<file path="src/rtl/fetch_stage.sv">
// Y86-64 fetch stage: F register (predicted PC), fetch-PC select, instruction split,
// valP / next-PC prediction, status generation and a RUN/HOLD halt FSM.
module fetch_stage #(
    parameter int          n        = 64,
    parameter logic [n-1:0] RESET_PC = '0
) (
    input  logic         clk,
    input  logic         rst_n,
    input  logic         F_stall,
    input  logic [3:0]   M_icode,
    input  logic         M_Cnd,
    input  logic [n-1:0] M_valA,
    input  logic [3:0]   W_icode,
    input  logic [n-1:0] W_valM,
    output logic [n-1:0] imem_addr,
    input  logic [79:0]  imem_data,
    input  logic         imem_error,
    output logic [3:0]   f_icode,
    output logic [3:0]   f_ifun,
    output logic [3:0]   f_rA,
    output logic [3:0]   f_rB,
    output logic [n-1:0] f_valC,
    output logic [n-1:0] f_valP,
    output logic [2:0]   f_stat,
    output logic [n-1:0] F_predPC
);
    localparam logic [2:0] STAT_AOK = 3'd1;
    localparam logic [2:0] STAT_HLT = 3'd2;
    localparam logic [2:0] STAT_ADR = 3'd3;
    localparam logic [2:0] STAT_INS = 3'd4;

    typedef enum logic {RUN, HOLD} state_t;

    state_t       state_reg, state_next;
    logic [n-1:0] pred_pc_reg, pred_pc_next;

    logic         mispredict, ret_redirect, redirect, bubble;
    logic [n-1:0] pc;
    logic [7:0]   ib [10];
    logic [63:0]  valc_short, valc_long;
    logic [3:0]   icode, ifun;
    logic         need_regids, need_valc, instr_valid;
    logic [63:0]  valc_raw;
    logic [n-1:0] valp_raw, pred_pc;
    logic [2:0]   stat_raw;

    assign mispredict   = (M_icode == 4'h7) && !M_Cnd;
    assign ret_redirect = (W_icode == 4'h9);
    assign redirect     = mispredict || ret_redirect;
    assign pc           = mispredict ? M_valA : (ret_redirect ? W_valM : pred_pc_reg);
    assign imem_addr    = pc;
    assign F_predPC     = pred_pc_reg;

    // In HOLD the fetch is suppressed unless a redirect restarts the pipeline.
    assign bubble = (state_reg == HOLD) && !redirect;

    genvar gi;
    generate
        for (gi = 0; gi < 10; gi++) begin : g_bytes
            assign ib[gi] = imem_data[8*gi +: 8];
        end
        // valC starts at byte 1 without register ids, byte 2 with them.
        for (gi = 0; gi < 8; gi++) begin : g_valc
            assign valc_short[8*gi +: 8] = ib[gi+1];
            assign valc_long[8*gi +: 8]  = ib[gi+2];
        end
    endgenerate

    assign icode = ib[0][7:4];
    assign ifun  = ib[0][3:0];

    always_comb begin
        need_regids = 1'b0;
        need_valc   = 1'b0;
        instr_valid = 1'b1;
        case (icode)
            4'h0, 4'h1, 4'h9:       instr_valid = (ifun == 4'h0);
            4'h2:                   begin need_regids = 1'b1; instr_valid = (ifun <= 4'h6); end
            4'h3, 4'h4, 4'h5:       begin need_regids = 1'b1; need_valc = 1'b1; instr_valid = (ifun == 4'h0); end
            4'h6:                   begin need_regids = 1'b1; instr_valid = (ifun <= 4'h3); end
            4'h7:                   begin need_valc = 1'b1; instr_valid = (ifun <= 4'h6); end
            4'h8:                   begin need_valc = 1'b1; instr_valid = (ifun == 4'h0); end
            4'hA, 4'hB:             begin need_regids = 1'b1; instr_valid = (ifun == 4'h0); end
            default:                instr_valid = 1'b0;
        endcase
    end

    assign valc_raw = need_valc ? (need_regids ? valc_long : valc_short) : 64'd0;
    assign valp_raw = pc + n'({need_valc, 3'b000} + {3'b000, need_regids} + 4'd1);
    assign pred_pc  = (icode == 4'h7 || icode == 4'h8) ? n'(valc_raw) : valp_raw;

    always_comb begin
        if (imem_error)        stat_raw = STAT_ADR;
        else if (!instr_valid) stat_raw = STAT_INS;
        else if (icode == 4'h0) stat_raw = STAT_HLT;
        else                   stat_raw = STAT_AOK;
    end

    always_comb begin
        f_icode = icode;
        f_ifun  = ifun;
        f_rA    = need_regids ? ib[1][7:4] : 4'hF;
        f_rB    = need_regids ? ib[1][3:0] : 4'hF;
        f_valC  = n'(valc_raw);
        f_valP  = valp_raw;
        f_stat  = stat_raw;
        if (bubble || imem_error) begin
            f_icode = 4'h1;
            f_ifun  = 4'h0;
            f_rA    = 4'hF;
            f_rB    = 4'hF;
            f_valC  = '0;
        end
        if (bubble) begin
            f_valP = pred_pc_reg;
            f_stat = STAT_AOK;
        end
    end

    always_comb begin
        state_next   = state_reg;
        pred_pc_next = pred_pc_reg;
        if (!bubble) begin
            state_next   = (stat_raw != STAT_AOK) ? HOLD : RUN;
            pred_pc_next = pred_pc;
        end
    end

    always_ff @(posedge clk or negedge rst_n) begin
        if (!rst_n) begin
            state_reg   <= RUN;
            pred_pc_reg <= RESET_PC;
        end else if (!F_stall) begin
            state_reg   <= state_next;
            pred_pc_reg <= pred_pc_next;
        end
    end
endmodule

</file>
<file path="config.mk">
export PLATFORM = sky130hd
export DESIGN_NAME = fetch_stage
export DESIGN_NICKNAME = d
export VERILOG_FILES = /design/src/rtl/fetch_stage.sv
export SDC_FILE = /design/constraint.sdc
export NUM_CORES = 1
export LEC_CHECK = 0
export BUFFER_PORTS_ARGS = -buffer_cell sky130_fd_sc_hd__buf_2
export CAP_MARGIN = 20
export CORE_AREA = 5 5 191 193
export DETAILED_ROUTE_END_ITERATION = 10
export DIE_AREA = 0 0 196 198
export REMOVE_ABC_BUFFERS = 1
export SETUP_SLACK_MARGIN = 0.05
export SLEW_MARGIN = 20
export SYNTH_ARGS = -nofsm -noshare
export SYNTH_HDL_FRONTEND = slang
export SYNTH_SLANG_ARGS = --single-unit
</file>
<file path="constraint.sdc">
create_clock -name clk -period 11.13 [get_ports clk]
set_input_delay 0.5565 -clock clk [delete_from_list [all_inputs] [get_ports clk]]
set_output_delay 0.5565 -clock clk [all_outputs]
set_load 0.1 [all_outputs]
</file>
==> results_dict.tcl <==
set metrics [dict create \
    status "complete, no violations" \
    grt_max_degree 69 \
    avgSynthCellArea_um2 6.27 \
    final_common_cell "buf_2" \
    placed_cell_area_um2 11900 \
    antenna_found_initial 7 \
    async_flop_share_pct 100 \
    placementRows 68 \
    maxCapViolations 0 \
    fin_skew_ns 0.00719 \
    die_width_um 196 \
    routedWlPerCell_um 25.4 \
    final_cells 2326 \
    drc 0 \
    cp_num_buf_inv 3 \
    r2r_slack_ns 6.41 \
    critical-path-top-delay-family "simple AND/OR/NAND/NOR gates" \
    syn_area_um2 9070 \
    ios 496 \
    wl_met3_um 5020 \
    max_slew_margin_pct 22.8 \
    fp.dieArea_um2 38800 \
    hp-class "in -> async" \
    setup_tns_ns 0 \
    worst-setup-path-type "in -> out" \
    synth_cells 1448 \
    clk_latency_ns 0.35 \
    rsz0062_at_grt "no" \
    initialDrtViolationCount 1128 \
    crit_slowest_cell "nand4_1" \
    synth_flop_cell "dfrtp_1" \
    final.period_utilization_pct 66.2 \
    clock.fmax_mhz 136 \
    wirelength_um 59000 \
    ant_nets 0 \
    worstPathRequired_ns 10.57 \
    place_inst 2307 \
    cts_hold_buf 0 \
    viasPerCell 5.65 \
    clockRootBuffer "clkbuf_16" \
    grt_overflow 0 \
    slew_viol_final 0 \
    yosysSeqAreaShare_pct 17.9 \
    cpMostUsedCell "buf_2" \
    reg2reg_from "F_predPC[0]$_DFFE_PN0P_" \
    setup_ws_ns 3.76 \
    cts_setup_buffers 0 \
    gp_congestion 0.923 \
    cp_max_fo 54 \
    clock_sinks 65 \
    hold_violations 0 \
    end_kind "primary output" \
    yosysWarningCount 0 \
    crit_path_start_kind "input port" \
    timing.hold.ws_ns 0.249 \
    p_per_area_nw_per_um2 248 \
    ctsHtreeMaxLevel 3 \
    drive_gt1_share_pct 30.9 \
    clk_pin_slew_ns 0.06 \
    ys_seq_elements 65 \
    largest_reg_flops 64 \
    place_worst_setup_slack_ns 3.83 \
    grt_pass1_vias 12500 \
    coreArea_um2 34400 \
    start_util_pct 26.4 \
    dr.pass1.iters 8 \
    grtUsageTotal_pct 28.5 \
    ys_types 66 \
    cpPeakStageDelay_ns 0.92 \
    cts_buffers 9 \
    fillers 3883 \
    hpwl_um 44500 \
    cts_buffer_depth 2 \
    dieHeight_um 198 \
    reg2reg_depth 12 \
    wl_met2_um 27700 \
    vias 13100 \
    cp.arrival_ns 6.81 \
    highest_layer "met5" \
    m1WireLength_um 24700 \
    crit_chain "buf_2 -> and4b_1 -> nand2_4 -> buf_4 -> nor2_1 -> a31oi_1 -> ha_1 -> nand2_1 -> o31ai_1 -> and4_1 -> nand4_1 -> nor4_1 -> and3_1 -> a211o_1 -> buf_2" \
    synth_edf_count 0 \
    worst_slew_pin_slew_ns 1.15 \
    mostFrequentLayoutCells "buf_2, nand2_1, nor2_1" \
    layout_min_cycle_time_ns 7.37 \
    finalSetupViolations 0 \
    io_buffer_count 495 \
    worstReg2RegEnd "F_predPC[60]$_DFFE_PN0P_" \
    cts_resized 0 \
    p_leak_nw 6.01 \
    worst_ir_drop_vdd_mv 0.153 \
    design_area_um2 12300 \
    num-nets-final 2087 \
    cts_tree "yes" \
    syn_to_final_growth_pct 35.2 \
    grt_first_pass_wirelength_um 84100 \
]
per-stage QoR:
step | utilization, % | power (mW)
global placement | 34.7 | 2.69
floorplan | - | 2.23
global route | 35.7 | 3.14
CTS | 35.7 | 3.04
finish | 35.7 | 3.04
detailed placement | 34.7 | 2.69
routing by layer:
metal	global-route usage (%)	vias to the layer above
met5	0	-
met4	7.91	2
met3	4.75	93
met2	47.6	804
met1	38.2	6258
li1	-	5989
where the power goes:
part	internal (mW)	switching, mW
logic	0.360	1.94
clock network	0.214	0.128
registers	0.299	0.0959
cells by family (layout without fill, tap and decap cells):
| family | after synthesis | count (layout) | synth area share, % |
|---|---|---|---|
| compound gates | 330 | 330 | 23.1 |
| xor+xnor | 46 | 46 | 4.44 |
| mux | 48 | 48 | 5.43 |
| fa+ha+maj | 3 | 3 | 0.414 |
| flops | 65 | 65 | 17.9 |
| simple gates | 804 | 804 | 41.7 |
| other cells | 0 | 4 | 0 |
| buf+inv | 152 | 571 | 6.98 |
synthesized netlist by cell type (all sizes together), types with 14 or more instances:
cell type | instances | area (um^2)
a21o | 22 | 165
a21oi | 121 | 606
a22oi | 24 | 185
a31o | 16 | 140
a31oi | 45 | 294
and2 | 59 | 369
and3 | 14 | 87.6
buf | 47 | 239
clkbuf | 69 | 259
dfrtp | 65 | 1630
inv | 35 | 131
mux2i | 38 | 380
nand2 | 332 | 1250
nand3 | 74 | 370
nand4 | 22 | 138
nor2 | 139 | 522
nor3 | 62 | 310
nor4 | 32 | 213
o21ai | 43 | 215
or3 | 31 | 194
xnor2 | 39 | 342
final cells by class:
cell class                      count  area (um^2)  share of cell area, %
Antenna cell                        4         10.0                 0.0816
Clock buffer                       13          270                   2.20
Clock inverter                      2         60.1                  0.489
Inverter                           36          135                   1.10
Multi-Input combinational cell   1231         6930                   56.5
Sequential cell                    65         1630                   13.3
Tap cell                          455          569                   4.64
Timing Repair Buffer              520         2670                   21.8
worst max path at each step:
stage / depth (start not counted) / from / slack [ns] / endpoint
global placement: 15 / M_icode[3] / 4.10 / f_valP[54]
CTS: 15 / M_icode[3] / 3.83 / f_valP[60]
finish: 15 / M_icode[3] / 3.76 / f_valP[60]
floorplan: 12 / M_icode[3] / 2.03 / f_valP[49]
detailed placement: 15 / M_icode[3] / 3.83 / f_valP[60]
global route: 15 / M_icode[3] / 3.57 / f_valP[52]
(Power assumes the default switching activity.)
